`src/rtl/sid_pkg.sv`:
```
// sid_pkg: shared constants and types for the SID voice scheduler.
// Contents: register offsets within a voice's 4-byte window, the
// status-clear address, ctrl bit positions and the FSM state type.
package sid_pkg;

  localparam logic [1:0] FREQ_LO    = 2'd0;
  localparam logic [1:0] FREQ_HI    = 2'd1;
  localparam logic [1:0] CTRL       = 2'd2;
  localparam logic [3:0] STATUS_CLR = 4'd15;

  localparam int CTRL_SYNC = 1;
  localparam int CTRL_TEST = 3;

  typedef enum logic {
    IDLE,
    RUN
  } state_e;

endpackage

```
`src/rtl/sid_voice_sched_if.sv`:
```
// sid_voice_sched_if: register-write bus, sample strobe and status/phase
// outputs of the voice scheduler.
//   tick       : one-cycle sample strobe
//   wr_en      : register write strobe (no backpressure)
//   wr_addr    : voice*4 + offset; 15 clears the overrun flag
//   wr_data    : write data byte
//   phase_out  : packed per-voice accumulators, voice v at [v*ACC_W +: ACC_W]
//   busy       : frame update in progress
//   frame_done : one-cycle pulse after the last voice of a frame
//   overrun    : sticky, a tick was dropped because a frame was running
// Modports: master drives tick/writes, slave is the scheduler.
interface sid_voice_sched_if #(
  parameter int NUM_VOICES = 3,
  parameter int ACC_W      = 24
);

  logic                          tick;
  logic                          wr_en;
  logic [3:0]                    wr_addr;
  logic [7:0]                    wr_data;
  logic [ACC_W*NUM_VOICES-1:0]   phase_out;
  logic                          busy;
  logic                          frame_done;
  logic                          overrun;

  modport master (
    output tick, wr_en, wr_addr, wr_data,
    input  phase_out, busy, frame_done, overrun
  );

  modport slave (
    input  tick, wr_en, wr_addr, wr_data,
    output phase_out, busy, frame_done, overrun
  );

endinterface

```
`src/rtl/sid_phase_step.sv`:
```
// sid_phase_step: combinational single-voice phase step.
// Ports:
//   acc_in   : current accumulator value
//   freq     : 16-bit frequency word, zero-extended before the add
//   test     : forces the accumulator to zero (highest priority)
//   sync_hit : hard-sync reset of the accumulator
//   acc_out  : next accumulator value, wraps silently modulo 2^ACC_W
//   msb_rise : top bit moved from 0 to 1 in this step
module sid_phase_step #(
  parameter int ACC_W = 24
) (
  input  logic [ACC_W-1:0] acc_in,
  input  logic [15:0]      freq,
  input  logic             test,
  input  logic             sync_hit,
  output logic [ACC_W-1:0] acc_out,
  output logic             msb_rise
);

  // TEST beats sync, sync beats the normal add; a forced zero can never
  // produce a rising top bit.
  always_comb begin
    acc_out = acc_in + ACC_W'(freq);
    if (test) begin
      acc_out = '0;
    end else if (sync_hit) begin
      acc_out = '0;
    end
    msb_rise = ~acc_in[ACC_W-1] & acc_out[ACC_W-1];
  end

endmodule

```
`src/rtl/sid_voice_sched.sv`:
```
// sid_voice_sched: time-multiplexed phase-accumulator scheduler for the SID
// voices. One shared sid_phase_step is stepped once per voice, in voice
// order, for every accepted tick.
// Ports:
//   clk : system clock
//   rst : asynchronous active-high reset
//   bus : sid_voice_sched_if.slave (tick, register writes, phase/status out)
// Build option: define SID_HARD_SYNC_EN to build hard sync and the per-voice
// msb_rise flags; without it SYNC bits are stored but have no effect.
module sid_voice_sched
  import sid_pkg::*;
#(
  parameter int NUM_VOICES = 3,
  parameter int ACC_W      = 24
) (
  input logic              clk,
  input logic              rst,
  sid_voice_sched_if.slave bus
);

  localparam logic [1:0] LAST_IDX = 2'(NUM_VOICES - 1);

  state_e     state_q, state_d;
  logic [1:0] idx_q, idx_d;
  logic       upd;
  logic       last_upd;

  logic [NUM_VOICES-1:0][ACC_W-1:0] acc_q;
  logic [NUM_VOICES-1:0][15:0]      freq_q;
  logic [NUM_VOICES-1:0][7:0]       ctrl_q;

  logic busy_q, last_q, done_q, overrun_q;
  logic ovr_set, ovr_clr;

  logic [1:0] wr_voice, wr_off;
  logic       wr_voice_ok;

  logic [ACC_W-1:0] step_acc;
  logic             step_rise;
  logic             sync_hit;

  assign wr_voice    = bus.wr_addr[3:2];
  assign wr_off      = bus.wr_addr[1:0];
  assign wr_voice_ok = (32'(wr_voice) < NUM_VOICES);

  // Only the SYNC and TEST bits steer the datapath; the rest are storage.
  logic unused_ctrl;
  assign unused_ctrl = ^ctrl_q;

  // State register for the frame sequencer.
  always_ff @(posedge clk or posedge rst) begin
    if (rst) begin
      state_q <= IDLE;
      idx_q   <= '0;
    end else begin
      state_q <= state_d;
      idx_q   <= idx_d;
    end
  end

  // Next-state logic: a tick in IDLE starts a frame at voice 0, RUN walks
  // one voice per cycle and drops back to IDLE after the last voice.
  always_comb begin
    state_d  = state_q;
    idx_d    = idx_q;
    upd      = 1'b0;
    last_upd = 1'b0;
    case (state_q)
      IDLE: begin
        if (bus.tick) begin
          state_d = RUN;
          idx_d   = '0;
        end
      end
      RUN: begin
        upd = 1'b1;
        if (idx_q == LAST_IDX) begin
          last_upd = 1'b1;
          state_d  = IDLE;
          idx_d    = '0;
        end else begin
          idx_d = idx_q + 2'd1;
        end
      end
      default: begin
        state_d = IDLE;
        idx_d   = '0;
      end
    endcase
  end

  assign ovr_set = bus.tick && (state_q == RUN);
  assign ovr_clr = bus.wr_en && (bus.wr_addr == STATUS_CLR);

  sid_phase_step #(.ACC_W(ACC_W)) u_step (
    .acc_in   (acc_q[idx_q]),
    .freq     (freq_q[idx_q]),
    .test     (ctrl_q[idx_q][CTRL_TEST]),
    .sync_hit (sync_hit),
    .acc_out  (step_acc),
    .msb_rise (step_rise)
  );

`ifdef SID_HARD_SYNC_EN
  // Each voice syncs to the previous voice's most recent rise flag; voice 0
  // wraps round to the last voice, whose flag is still from the last tick.
  logic [NUM_VOICES-1:0] rise_q;
  logic [1:0]            src_idx;

  assign src_idx  = (idx_q == 2'd0) ? LAST_IDX : idx_q - 2'd1;
  assign sync_hit = ctrl_q[idx_q][CTRL_SYNC] & rise_q[src_idx];

  // Rise flag of the voice being stepped is overwritten on every update.
  always_ff @(posedge clk or posedge rst) begin
    if (rst) begin
      rise_q <= '0;
    end else if (upd) begin
      rise_q[idx_q] <= step_rise;
    end
  end
`else
  logic unused_step_rise;
  assign sync_hit         = 1'b0;
  assign unused_step_rise = step_rise;
`endif

  // Accumulators and voice registers. The step reads the registers before
  // this edge, so a write landing on a voice's update cycle only counts
  // from the next update onwards.
  always_ff @(posedge clk or posedge rst) begin
    if (rst) begin
      acc_q  <= '0;
      freq_q <= '0;
      ctrl_q <= '0;
    end else begin
      if (upd) begin
        acc_q[idx_q] <= step_acc;
      end
      if (bus.wr_en && wr_voice_ok) begin
        case (wr_off)
          FREQ_LO: freq_q[wr_voice][7:0]  <= bus.wr_data;
          FREQ_HI: freq_q[wr_voice][15:8] <= bus.wr_data;
          CTRL:    ctrl_q[wr_voice]       <= bus.wr_data;
          default: ;
        endcase
      end
    end
  end

  // Status flags. busy and frame_done trail the sequencer so that busy
  // covers the update edges and frame_done follows the last one; a new
  // overrun outranks a simultaneous clear.
  always_ff @(posedge clk or posedge rst) begin
    if (rst) begin
      busy_q    <= 1'b0;
      last_q    <= 1'b0;
      done_q    <= 1'b0;
      overrun_q <= 1'b0;
    end else begin
      busy_q <= (state_q == RUN);
      last_q <= last_upd;
      done_q <= last_q;
      if (ovr_set) begin
        overrun_q <= 1'b1;
      end else if (ovr_clr) begin
        overrun_q <= 1'b0;
      end
    end
  end

  assign bus.phase_out  = acc_q;
  assign bus.busy       = busy_q;
  assign bus.frame_done = done_q;
  assign bus.overrun    = overrun_q;

endmodule

```
`src/flat_wrapper.sv`:
```
// flat-port wrapper written by rule: the top's interface ports become plain ports
module sid_voice_sched_flat import sid_pkg::*;
#(
  parameter int NUM_VOICES = 3,
  parameter int ACC_W      = 24
)
  (clk, rst, bus_tick, bus_wr_en, bus_wr_addr, bus_wr_data, bus_phase_out, bus_busy, bus_frame_done, bus_overrun);
  sid_voice_sched_if #(.NUM_VOICES(NUM_VOICES), .ACC_W(ACC_W)) bus_i ();
  input logic clk;
  input logic rst;
  input wire logic [$bits(bus_i.tick)-1:0] bus_tick;
  input wire logic [$bits(bus_i.wr_en)-1:0] bus_wr_en;
  input wire logic [$bits(bus_i.wr_addr)-1:0] bus_wr_addr;
  input wire logic [$bits(bus_i.wr_data)-1:0] bus_wr_data;
  output wire logic [$bits(bus_i.phase_out)-1:0] bus_phase_out;
  output wire logic [$bits(bus_i.busy)-1:0] bus_busy;
  output wire logic [$bits(bus_i.frame_done)-1:0] bus_frame_done;
  output wire logic [$bits(bus_i.overrun)-1:0] bus_overrun;
  assign bus_i.tick = bus_tick;
  assign bus_i.wr_en = bus_wr_en;
  assign bus_i.wr_addr = bus_wr_addr;
  assign bus_i.wr_data = bus_wr_data;
  assign bus_phase_out = bus_i.phase_out;
  assign bus_busy = bus_i.busy;
  assign bus_frame_done = bus_i.frame_done;
  assign bus_overrun = bus_i.overrun;
  sid_voice_sched #(.NUM_VOICES(NUM_VOICES), .ACC_W(ACC_W)) u_core (.clk(clk), .rst(rst), .bus(bus_i));
endmodule
```
`config.mk`:
```
export PLATFORM = sky130hd
export DESIGN_NAME = sid_voice_sched_flat
export DESIGN_NICKNAME = d
export VERILOG_FILES = /design/src/rtl/sid_pkg.sv /design/src/rtl/sid_voice_sched_if.sv /design/src/rtl/sid_phase_step.sv /design/src/rtl/sid_voice_sched.sv /design/src/flat_wrapper.sv
export SDC_FILE = /design/constraint.sdc
export NUM_CORES = 1
export LEC_CHECK = 0
export CORE_MARGIN = 4
export CORE_UTILIZATION = 46
export CTS_CLUSTER_DIAMETER = 60
export CTS_CLUSTER_SIZE = 30
export DETAILED_ROUTE_END_ITERATION = 8
export GPL_ROUTABILITY_DRIVEN = 0
export HOLD_SLACK_MARGIN = 0.15
export PLACE_DENSITY = 0.68
export SLEW_MARGIN = 20
export SYNTH_ARGS = -nofsm -noshare
export SYNTH_HDL_FRONTEND = slang
export SYNTH_SLANG_ARGS = --single-unit
```
`constraint.sdc`:
```
create_clock -name clk -period 7.15 [get_ports clk]
set_input_delay 1.0725 -clock clk [delete_from_list [all_inputs] [get_ports clk]]
set_output_delay 1.0725 -clock clk [all_outputs]
set_load 0.05 [all_outputs]
```
* Word level (Yosys, flattened, before mapping)
Cells that the tools add are included.
** Word-level totals
- Bits in registers :: 151
- Word-level logic and storage cells :: 69
- Output and inout port bits :: 75
- Input bits :: 16
** Cells by class
- Reductions and logical operators :: 10
- Bitwise gates (word level) :: 1
- Multiplexer cells :: 31
- Add/subtract/negate cells :: 2
- Equality and inequality tests :: 5
- Order comparisons :: 5
** Operator list (count)
- $bwmux W48 :: 2
- $pmux W48 S2 :: 1
- $bwmux W72 :: 1
- $mux W24 :: 3
- $demux W16 S2 :: 2
- $bmux W24 S2 :: 1
- $demux W24 S2 :: 1
- $bmux W16 S2 :: 1
- $mux W16 :: 2
- $add A24 B16 Y24 :: 1
- $bwmux W24 :: 1
- $bmux W8 S2 :: 1
- $demux W8 S2 :: 1
- $mux W8 :: 2
- $mux W1 :: 7
- $lt A2 B3 Y1 const B :: 2
- $logic_and A1 B1 Y1 :: 5
- $eq A2 B2 Y1 const B :: 2
- $eq A4 B4 Y1 const B :: 1
- $ge A2 B1 Y1 const B :: 2
- $mux W2 :: 2
- $mux W4 :: 1
- $pmux W2 S2 :: 1
- $reduce_and A2 Y1 :: 2
- other kinds (8) :: 9

* Depth between registers and ports, before layout
Gate-level depths: netlist of run 1.
- Depth after elaboration :: 6
- Mapped depth :: 16
- Mapped depth without buffers :: 12

* By module
From an unflattened synthesis of run 1, not the netlist that was laid out.
** Second synthesis, totals
- Cell total of the unflattened synthesis :: 591
- Area, all modules :: 6944.2 µm²
** Modules (own cells, without submodules)
- sid_voice_sched :: sequential area each 3253.1 µm², area an instance 5869.4 µm², times used 1, cells an instance 433
- sid_phase_step :: sequential area each 0.0 µm², area an instance 1074.8 µm², times used 1, cells an instance 158

* Least setup slack after synthesis of run 1
OpenSTA, ideal clock, no wires.
- Kind :: register -> register
- From :: reg u_core.idx_q[0]
- To :: reg u_core.acc_q, in the netlist u_core.bus.phase_out[45]
- Data required time :: 7.015 ns
- Cell stages (with the launch flop) :: 14
- Period minus slack after synthesis :: 3.205 ns
- Library setup time :: 0.135 ns
- Path buffers :: 4
- Path slack :: 3.945 ns
- Arrival time :: 3.069 ns
- Cells stage by stage :: dfrtp_1 -> buf_6 -> buf_2 -> clkbuf_1 -> clkbuf_1 -> o22ai_1 -> ha_1 -> and4_1 -> a21oi_2 -> a21oi_1 -> o31ai_1 -> o22a_1 -> xor2_1 -> o31ai_1
** Between the ends
- Longest elaborated chain between the ends :: 5
- Elaborated cells on any way between the ends :: 14
- Those cells by class :: add/sub (1); order compare (2); mux (10); reduce/logical (1)
** RTL lines
- from (decl) :: line sid_voice_sched.sv:24 : logic [1:0] idx_q, idx_d;
- from (signal assigned) :: line sid_voice_sched.sv:57 : idx_q <= idx_d;
- $bmux W24 S2 (tied with other cells) :: line sid_voice_sched.sv:96 : .acc_in (acc_q[idx_q]),
- $mux W24 (not written as such) (tied with other cells) :: line sid_voice_sched.sv:96
- $add A24 B16 Y24 or $mux W24 (tied branches) :: line sid_phase_step.sv:23, sid_voice_sched.sv:137
- $mux W24 or $demux W24 S2 (tied branches)
- $bwmux W72 (*) :: line sid_voice_sched.sv:137 : acc_q[idx_q] <= step_acc;
- to (signal, indexed assignment) :: line sid_voice_sched.sv:137
- to (decl) :: line sid_voice_sched.sv:28 : logic [NUM_VOICES-1:0][ACC_W-1:0] acc_q;
Every way passes the cells marked *; elsewhere a longest branch is shown, timed or not. The select of a mux whose other input is x is not followed.
A chain may end at the register's enable or synchronous reset.

* Worst setup path in the final report of run 1
- From :: reg u_core.idx_q[1]
- To :: reg u_core.acc_q, in the netlist u_core.bus.phase_out[65]
Same word-level chain as after synthesis.

==> results of run 1 <==
## per-layer routing
layer / share of wire [%] / track usage (%) / up-vias / wire [microns]
li1: - / - / 2493 / -
met1: 44 / 27.0 / 2610 / 7310
met5: 0 / 0 / - / 0
met4: 1.3 / 6.67 / 0 / 221
met2: 51 / 35.6 / 115 / 8590
met3: 4.0 / 4.86 / 14 / 673
## worst max path at each step
stage / end / cells past startpoint / start
floorplan: u_core.bus.busy$_DFF_PP0_ / 1 / rst
global placement: u_core.bus.phase_out[69]$_DFFE_PP0P_ / 11 / u_core.idx_q[1]$_DFFE_PP0P_
detailed placement: u_core.bus.phase_out[65]$_DFFE_PP0P_ / 11 / u_core.idx_q[1]$_DFFE_PP0P_
CTS: u_core.bus.phase_out[65]$_DFFE_PP0P_ / 11 / u_core.idx_q[1]$_DFFE_PP0P_
global route: u_core.bus.phase_out[65]$_DFFE_PP0P_ / 11 / u_core.idx_q[1]$_DFFE_PP0P_
finish: u_core.bus.phase_out[65]$_DFFE_PP0P_ / 11 / u_core.idx_q[1]$_DFFE_PP0P_
## worst max-delay path: stages, from the launching register on
cell	delay [ps]
dfrtp_2	880
buf_4	600
mux2i_1	250
o22ai_1	100
ha_1	410
a21oi_1	280
a21bo_2	200
a21oi_1	80
o31ai_1	410
a21oi_1	110
o21ai_0	310
o21ai_0	170
## final cells by class
class	instances	area (sq um)	share of cell area (%)
Multi-Input combinational cell	481	3280	39.5
Timing Repair Buffer	95	938	11.3
Sequential cell	130	3260	39.1
Inverter	3	13.8	0.165
Clock buffer	24	502	6.03
Clock inverter	5	100	1.20
Tap cell	180	225	2.71
## cells by family after synthesis
kind of cell | count (synthesis)
buffers and inverters | 41
DFF | 130
adders and majority gates | 17
muxes | 92
AOI/OAI and AO/OA | 164
xor gates and xnor gates | 18
and+or+nand+nor | 190
## registers in the layout, indices dropped and copies added, names as in the netlist
register and cells:
u_core.bus.phase_out 72, u_core.state_q 1, u_core.bus.overrun 1, u_core.ctrl_q 3, u_core.freq_q 48, u_core.idx_q 2
u_core.bus.frame_done 1, u_core.last_q 1, u_core.bus.busy 1
## metrics by stage
stage	power, mW	setup slack (ps)	hold slack (ps)
after global placement	3.01	3280	337
after CTS	3.95	3150	359
after global routing	4.17	2830	375
after floorplan	2.50	2610	331
final	3.92	3120	354
after detailed placement	3.05	3200	348
## where the power goes
part           internal, mW  switching, mW
logic                 0.668           1.26
clock network         0.587          0.296
registers             0.928          0.183
total                  2.18           1.74
## layout by cell type, fill, tap and decap left out, types with 5 or more instances in the layout
cell type,count
dfrtp_1,128
nand2_1,123
nor3_1,5
o22ai_2,5
a21o_1,6
clkdlybuf4s50_1,90
mux2i_1,41
a22o_1,17
nand3_1,5
o22ai_1,20
a21oi_1,17
xor2_1,7
mux2_2,51
clkbuf_8,5
ha_1,16
o21ai_0,68
nand3b_1,6
o31ai_1,16
clkbuf_16,17
buf_4,5
xnor2_1,11
nor2_1,18
==> run summary, run 1 <==
- commonest cells in the synthesized netlist: 130 x dfrtp_1, 123 x nand2_1, 68 x o21ai_0
- post-layout instance area: 8320 sq um
- final standard cell utilization of the core: 59.0%
- number of enable flip-flop cells after synthesis: 0
- growth of design area from synthesis to finish: 23.7%
- startpoint of the worst register-to-register path: u_core.idx_q[1]$_DFFE_PP0P_
- area of the mapped netlist: 6730 sq um
- outcome: complete, no violations
- layout cells sized above 1: 14.1%
- 1st-iter DRT viols: 335
- net count after synthesis: 685
- share of the synthesized area in the top cell type: 48.4%
- Routed wire per std cell: 18.3 microns
- worst reg2reg endpoint: u_core.bus.phase_out[65]$_DFFE_PP0P_
- count of non-filler cells in the finished layout: 918
- max_slew headroom: 38.1%
- number of cell instances on the worst register-to-register path: 11
- max-cap violation count: 0
- dpl cell area: 7720 sq um
- antenna cells: 0
- post-synth cell types: 50
- maximum buffer depth of the clock tree: 2
- main combinational cell family by area after synthesis: compound AO/OA/AOI/OAI gates
- synthesized instance count: 652
- post-synthesis cell type with the largest combined area: dfrtp_1
- total number of H-tree levels: 4
- unrepaired setup endpoints after global routing: no
- placeable core region: 14,100 sq um
- final wirelength: 16,800 microns
- vias post-DR: 5,232
- register-to-register setup slack: 3120 ps
- YS warnings: 0
- Synth Area in Compound Gates: 15.6%
- HP Class: register to register
- ports placed on the boundary: 91
- share of synthesized registers carrying an async set or reset: 100%
- number of buffers added by the clock tree synthesis step: 17
- period utilization: 56.4%
- number of global-route vias before repair: 5,344
- prevailing post-synth register cell: dfrtp_1
- fraction of synthesized area in multiplexers: 14.6%
- XOR/XNOR Fraction of Synth Area: 2.34%
- DRC violations left: 0
- Worst IR Drop VDD: 0.331 mV
- Adder-Cell Fraction of Synth Area: 3.27%
- count leader, synth: dfrtp_1
- final net count: 761
- max-slew violations: 0
- synthesized-area fraction occupied by and/or/nand/nor cells: 13.0%
- kind of end point of the critical path: register
- largest net degree at the start of global routing: 69
- DIE AREA: 16,600 sq um
- buffer count from post-CTS setup fixing: 0
- Placed Cells: 889
- CP required: 7400 ps
- category of the critical setup timing path: register to register
- number of filler cells placed in the layout: 1,187
- GR Overflow Total: 0
- min-delay src: u_core.last_q$_DFF_PP0_
- maximum fanout along the worst path: 40
- Hold Vio Cnt, Final: 0
- post-DR vias/cell: 5.70
- instance count along the most critical hold path: 0
- synthesized area per cell: 10.3 sq um
- clock edge transition at the registers on the reported setup and hold paths: 50 ps
- count of hold buffers inserted by post-cts repair: 0
- setup clock skew after layout: 7.90 ps
- die outline width: 129 microns
- height of the die: 129 microns
- starting density of the core: 47.7%
- count of cells resized by post-cts repair: 0
- Pwr Density: 472 nW/um^2
- Setup-failing EPs final: 0
- kind of launch point of the worst setup path: register
- standard-cell row count: 43
- transition time of the tightest slew-check pin: 928 ps
- data arrival time of the critical path: 4280 ps
- later-pin clock latency in the skew report: 410 ps
- accumulated negative setup slack: 0 ps
- number of search-and-repair iterations in the first detailed-routing pass: 5
- half-perimeter wire length of the detailed placement result: 11,800 microns
- Num Clock Sinks: 130
- antenna violations before repair: 0
- minimum period implied by the final worst setup slack: 4030 ps
- Synth Register Bits: 130
- number of port buffers: 90
- top cells by area in the synthesized netlist: dfrtp_1 48%, mux2_2 8.5%, nand2_1 6.9%
- clock root cell: clkbuf_16
- overall fraction of global-route tracks in use: 21.1%
- Lkg Pwr: 3.57 nW
- CTS tree: built
- global-route wire length before repair: 27,600 microns
- sink of the worst hold path: u_core.bus.frame_done$_DFF_PP0_
- number of nets with antenna violations after detailed routing: 0
- post-synthesis sequential area ratio: 48.4%
- peak clock frequency supported by timing: 0.248 GHz
Power figures use the tool's default switching activity.
==> run 2, diff against run 1 <==
- clock period: 7.15 -> 3.9 ns (I/O delays scaled with it)
==> run 2 against run 1 <==
Against the previous run: maximum frequency is 18% higher; clock-buffer cell count is 4 lower; clock skew is 0.94 ps lower.
==> run summary, run 2 (same netlist as run 1, synthesis figures left out) <==
- CP required: 4200 ps, was 7400 ps
- setup clock skew after layout: 6.96 ps, was 7.90 ps
- transition time of the tightest slew-check pin: 935 ps, was 928 ps
- post-layout instance area: 8350 sq um, was 8320 sq um
- later-pin clock latency in the skew report: 420 ps, was 410 ps
- DRC violations left: 0, unchanged
- number of global-route vias before repair: 5,211, was 5,344
- CTS tree: built, unchanged
- global-route wire length before repair: 27,200 microns, was 27,600 microns
- vias post-DR: 5,268, was 5,232
- max FFs per register: 72, unchanged
- clock edge transition at the registers on the reported setup and hold paths: 60 ps, was 50 ps
- number of port buffers: 90, unchanged
- accumulated negative setup slack: 0 ps, unchanged
- count of cells resized by post-cts repair: 0, unchanged
- height of the die: 129 microns, unchanged
- die outline width: 129 microns, unchanged
- HP Class: register to register, unchanged
- final wirelength: 16,700 microns, was 16,800 microns
- max_slew headroom: 37.7%, was 38.1%
- Pwr Density: 854 nW/um^2, was 472 nW/um^2
- antenna cells: 0, unchanged
- Hold Vio Cnt, Final: 0, unchanged
- overall power: 7.13 mW, was 3.92 mW
- maximum fanout along the worst path: 37, was 40
- overall fraction of global-route tracks in use: 21.1%, about the same
- outcome: complete, no violations, unchanged
- 1st-iter DRT viols: 325, was 335
- period utilization: 87.3%, was 56.4%
- kind of end point of the critical path: register, unchanged
- ports placed on the boundary: 91, unchanged
- data arrival time of the critical path: 3710 ps, was 4280 ps
- maximum buffer depth of the clock tree: 2, unchanged
- number of nets with antenna violations after detailed routing: 0, unchanged
- register-to-register setup slack: 500 ps, was 3120 ps
- Routed wire per std cell: 18.1 microns, was 18.3 microns
- crit path from: u_core.idx_q[1]$_DFFE_PP0P_, unchanged
- Worst IR Drop VDD: 0.611 mV, was 0.331 mV
- largest net degree at the start of global routing: 54, was 69
- placeable core region: 14,100 sq um, unchanged
- max-cap violation count: 0, unchanged
- starting density of the core: 47.7%, unchanged
- worst reg2reg endpoint: u_core.bus.phase_out[64]$_DFFE_PP0P_, was u_core.bus.phase_out[65]$_DFFE_PP0P_
- count of hold buffers inserted by post-cts repair: 0, unchanged
- category of the critical setup timing path: register to register, unchanged
- DIE AREA: 16,600 sq um, unchanged
- most frequent cells in the layout: 128 x dfrtp_1, 123 x nand2_1, 90 x clkdlybuf4s50_1, unchanged
- min-delay src: u_core.last_q$_DFF_PP0_, unchanged
- instance count along the most critical hold path: 0, unchanged
- clock root cell: clkbuf_16, unchanged
- antenna violations before repair: 0, unchanged
- total number of H-tree levels: 4, unchanged
- peak clock frequency supported by timing: 0.294 GHz, was 0.248 GHz
- startpoint of the worst register-to-register path: u_core.idx_q[1]$_DFFE_PP0P_, unchanged
- Num Clock Sinks: 130, unchanged
- max-slew violations: 0, unchanged
- GR Overflow Total: 0, unchanged
- standard-cell row count: 43, unchanged
- kind of launch point of the worst setup path: register, unchanged
- leading cell type in the layout, fill and taps excluded: dfrtp_1, unchanged
- number of search-and-repair iterations in the first detailed-routing pass: 5, unchanged
- unrepaired setup endpoints after global routing: no, unchanged
- worst setup path endpoint: u_core.bus.phase_out[64]$_DFFE_PP0P_, was u_core.bus.phase_out[65]$_DFFE_PP0P_
- Setup-failing EPs final: 0, unchanged
- Lkg Pwr: 3.58 nW, was 3.57 nW
- growth of design area from synthesis to finish: 24.1%, was 23.7%
- dpl cell area: 7780 sq um, was 7720 sq um
- half-perimeter wire length of the detailed placement result: 11,900 microns, was 11,800 microns
- number of buffers added by the clock tree synthesis step: 17, unchanged
- layout cells sized above 1: 14.9%, was 14.1%
- final net count: 766, was 761
- minimum period implied by the final worst setup slack: 3400 ps, was 4030 ps
- number of filler cells placed in the layout: 1,194, was 1,187
- buffer count from post-CTS setup fixing: 0, unchanged
- post-DR vias/cell: 5.70, about the same
- number of cell instances on the worst register-to-register path: 12, was 11
run 2: cell types whose count changed in the layout (fill, tap and decap cells not counted), sizes merged:
cell      before  now
clkinv         2    6
buf            5   10
bufinv         3    2
clkinvlp       0    4
clkbuf        24   20
inv            3    2
run 2: where the power goes:
part | switching (mW) | total [mW] | internal, mW | leakage, nW
registers | 0.260 | 1.97 | 1.70 | 1.67
clock network | 0.574 | 1.54 | 0.962 | 0.277
logic | 2.38 | 3.63 | 1.25 | 1.63
run 2: worst min-delay path by stage:
stage,to,slack [ps]
3_3_place_gp,u_core.bus.frame_done$_DFF_PP0_,340
4_1_cts,u_core.bus.frame_done$_DFF_PP0_,350
3_5_place_dp,u_core.bus.frame_done$_DFF_PP0_,340
6_report,u_core.bus.frame_done$_DFF_PP0_,350
5_1_grt,u_core.bus.frame_done$_DFF_PP0_,360
2_1_floorplan,u_core.bus.frame_done$_DFF_PP0_,330
run 2: final cells by class:
| cell class | instances | area (sq um) | area share, % |
|---|---|---|---|
| clock buffers | 20 | 457 | 5.47 |
| repair buffers | 100 | 1000 | 12.0 |
| multi-input cells | 481 | 3280 | 39.3 |
| clock inverters | 11 | 113 | 1.35 |
| flip-flops and latches | 130 | 3260 | 39.0 |
| well taps | 180 | 225 | 2.70 |
| inverters | 3 | 15.0 | 0.180 |
run 2: worst max-delay path, cell delays in order (launching register included):
cell and delay [ps]:
dfrtp_4 540, buf_12 260, mux2i_1 210, o21ai_0 90, ha_1 250, fa_1 400
a21o_1 200, a22o_1 240, o22ai_1 260, o21ai_0 250, o21ai_0 150, xnor2_1 150
a22o_1 220
run 2: routing by layer:
layer  share of wire, %  vias to the layer above  GRT usage (%)
met1                 43                     2592           26.6
met4                2.1                        0           7.91
met5                  0                        -              0
met2                 50                      144           35.4
met3                5.0                       29           4.82
li1                   -                     2503              -
run 2: per-stage QoR:
step | util (%) | hold slack [ps] | worst slack (ps) | std cells
after global routing | 59.2 | 358 | 211 | 925
after floorplan | - | 331 | 695 | 652
after detailed placement | 55.2 | 343 | 554 | 894
after global placement | 55.2 | 337 | 629 | 894
final | 59.2 | 350 | 495 | 925
after CTS | 59.2 | 355 | 541 | 925
==> run 3, diff against run 2 <==
- clock period: 3.9 -> 3.7 ns (I/O delays scaled with it)
==> run 3 against run 2 <==
Against the previous run: register-to-register slack lost 260 ps; via count shrank 0.42%; critical endpoint is now u_core.bus.phase_out[45]$_DFFE_PP0P_; clock-buffer cell count shrank 1; highest routed layer unchanged; clock skew grew 1.0 ps; sequential share of layout area shrank 0.17 points; first-iteration DRC count grew 4.3%; final cell count grew 0.22%.
==> run summary, run 3 (same netlist as run 1, synthesis figures left out) <==
- dpl cell area: 7810 sq um, was 7780 sq um
- later-pin clock latency in the skew report: 420 ps, about the same
- final wirelength: 16,800 microns, was 16,700 microns
- Critical Path, Cell by Cell: buf_4, buf_4, mux2i_1, o22ai_1, ha_1, and4_1, a21oi_2, a21oi_1, o31ai_1, o22a_1, xor2_1, o31ai_1, was buf_12, mux2i_1, o21ai_0, ha_1, fa_1, a21o_1, a22o_1, o22ai_1, o21ai_0, o21ai_0, xnor2_1, a22o_1
- share of total power in combinational logic: 51.3%, was 50.9%
- number of port buffers: 90, unchanged
- clock root cell: clkbuf_16, unchanged
- unrepaired setup endpoints after global routing: no, unchanged
- worst path bufs/invs: 2, was 1
- longest individual stage delay on the worst path: 570 ps, was 540 ps
- max_slew headroom: 39.1%, was 37.7%
- antenna cells: 0, unchanged
- max-slew violations: 0, unchanged
- number of search-and-repair iterations in the first detailed-routing pass: 5, unchanged
- part of the power in registers: 27.6%, about the same
- GR Overflow Total: 0, unchanged
- Multi-input gate area: 3280 sq um, unchanged
- die outline width: 129 microns, unchanged
- kind of end point of the critical path: register, unchanged
- share of total power in the clock network: 21.1%, was 21.5%
- category of the critical setup timing path: register to register, unchanged
- most frequent cells in the layout: 128 x dfrtp_1, 123 x nand2_1, 90 x clkdlybuf4s50_1, unchanged
- Num Clock Sinks: 130, unchanged
- growth of design area from synthesis to finish: 24.7%, was 24.1%
- Setup-failing EPs final: 0, unchanged
- DRC violations left: 0, unchanged
- Pwr Density: 899 nW/um^2, was 854 nW/um^2
- switching share of power: 45.1%, was 45.0%
- antenna violations before repair: 0, unchanged
- ports placed on the boundary: 91, unchanged
- buffer count from post-CTS setup fixing: 0, unchanged
- maximum fanout along the worst path: 15, was 37
- power dissipated by switching net loads: 3.40 mW, was 3.21 mW
- setup clock skew after layout: 7.99 ps, was 6.96 ps
- count of non-filler cells in the finished layout: 927, was 925
- max-cap violation count: 0, unchanged
- total number of H-tree levels: 4, unchanged
- Placed Cells: 896, was 894
- Lkg Pwr: 3.60 nW, was 3.58 nW
- CP required: 3960 ps, was 4200 ps
- accumulated negative setup slack: 0 ps, unchanged
- Worst IR Drop VDD: 0.572 mV, was 0.611 mV
- final net count: 769, was 766
- Hold Vio Cnt, Final: 0, unchanged
- number of nets with antenna violations after detailed routing: 0, unchanged
- Routed wire per std cell: 18.1 microns, about the same
- number of buffers added by the clock tree synthesis step: 17, unchanged
- flip-flop and latch area: 3260 sq um, unchanged
- 1st-iter DRT viols: 339, was 325
- placeable core region: 14,100 sq um, unchanged
- data arrival time of the critical path: 3730 ps, was 3710 ps
- layout cells sized above 1: 15.1%, was 14.9%
- CTS tree: built, unchanged
- overall fraction of global-route tracks in use: 21.3%, was 21.1%
- starting density of the core: 47.7%, unchanged
- HP Class: register to register, unchanged
- leading cell type in the layout, fill and taps excluded: dfrtp_1, unchanged
- design internal power: 4.14 mW, was 3.92 mW
- half-perimeter wire length of the detailed placement result: 12,000 microns, was 11,900 microns
- count of hold buffers inserted by post-cts repair: 0, unchanged
- minimum period implied by the final worst setup slack: 3470 ps, was 3400 ps
- vias post-DR: 5,246, was 5,268
- kind of launch point of the worst setup path: register, unchanged
- transition time of the tightest slew-check pin: 913 ps, was 935 ps
- max FFs per register: 72, unchanged
- post-layout instance area: 8390 sq um, was 8350 sq um
- outcome: complete, no violations, unchanged
- final standard cell utilization of the core: 59.5%, was 59.2%
- peak clock frequency supported by timing: 0.289 GHz, was 0.294 GHz
- cell type group with the largest total delay on the critical path: compound AO/OA/AOI/OAI gates, unchanged
- post-DR vias/cell: 5.66, was 5.70
- clock edge transition at the registers on the reported setup and hold paths: 50 ps, was 60 ps
- period utilization: 93.7%, was 87.3%
- count of cells resized by post-cts repair: 0, unchanged
- slowest stage cell, crit path: dfrtp_4, unchanged
- DIE AREA: 16,600 sq um, unchanged
- global-route wire length before repair: 28,000 microns, was 27,200 microns
- number of global-route vias before repair: 5,379, was 5,211
- number of filler cells placed in the layout: 1,173, was 1,194
- largest net degree at the start of global routing: 69, was 54
- maximum buffer depth of the clock tree: 2, unchanged
- standard-cell row count: 43, unchanged
- height of the die: 129 microns, unchanged
run 3: cell types whose count changed in the layout (fill, tap and decap cells not counted), sizes merged:
cell,delta
clkbuf,-1
clkinv,+2
clkinvlp,-2
buf,+3
run 3: per-layer routing:
layer,GRT usage [%],vias up,part of all wire (%)
met5,0,-,0
met4,6.61,0,1.7
met1,27.6,2594,45
li1,-,2516,-
met3,4.86,22,3.9
met2,35.6,114,50
run 3: metrics by stage:
step           power, mW  setup WS (ps)  hold WS (ps)
2_1_floorplan       4.84            495           331
3_3_place_gp        5.88            400           334
3_5_place_dp        5.95            282           343
4_1_cts             7.57            263           355
5_1_grt             8.03           17.5           368
6_report            7.53            235           351
run 3: path summary, 6_finish.rpt:
path,startpoint,to,slack (ps),depth (start not counted)
worst max-delay path,u_core.idx_q[1]$_DFFE_PP0P_,u_core.bus.phase_out[45]$_DFFE_PP0P_,230,12
worst min-delay path,u_core.last_q$_DFF_PP0_,u_core.bus.frame_done$_DFF_PP0_,350,0
worst max register to register,u_core.idx_q[1]$_DFFE_PP0P_,u_core.bus.phase_out[45]$_DFFE_PP0P_,230,12
worst min register to register,u_core.last_q$_DFF_PP0_,u_core.bus.frame_done$_DFF_PP0_,350,0
max in group asynchronous,rst,u_core.bus.phase_out[59]$_DFFE_PP0P_,2400,4
min in group asynchronous,rst,u_core.freq_q[46]$_DFFE_PP0P_,500,2
run 3: area by class of cell:
type	count	area share, %
Multi-Input combinational cell	481	39.1
Tap cell	180	2.69
Timing Repair Buffer	103	12.5
Clock buffer	19	5.28
Inverter	3	0.179
Clock inverter	11	1.37
Sequential cell	130	38.9
run 3: power groups by stage:
stage / sequential, mW / clock [mW] / combinational, mW
after floorplan: 2.71 / 0 / 2.13
after global placement: 2.09 / 0 / 3.79
after detailed placement: 2.10 / 0 / 3.85
after CTS: 2.08 / 1.61 / 3.88
after global routing: 2.13 / 1.68 / 4.21
final: 2.08 / 1.59 / 3.87
run 3: worst reg2reg max path, stage by stage (launching register included):
cell and delay (ps):
dfrtp_4 570, buf_4 300, buf_4 250, mux2i_1 200, o22ai_1 100, ha_1 350, and4_1 200, a21oi_2 190
a21oi_1 110, o31ai_1 430, o22a_1 220, xor2_1 270, o31ai_1 120
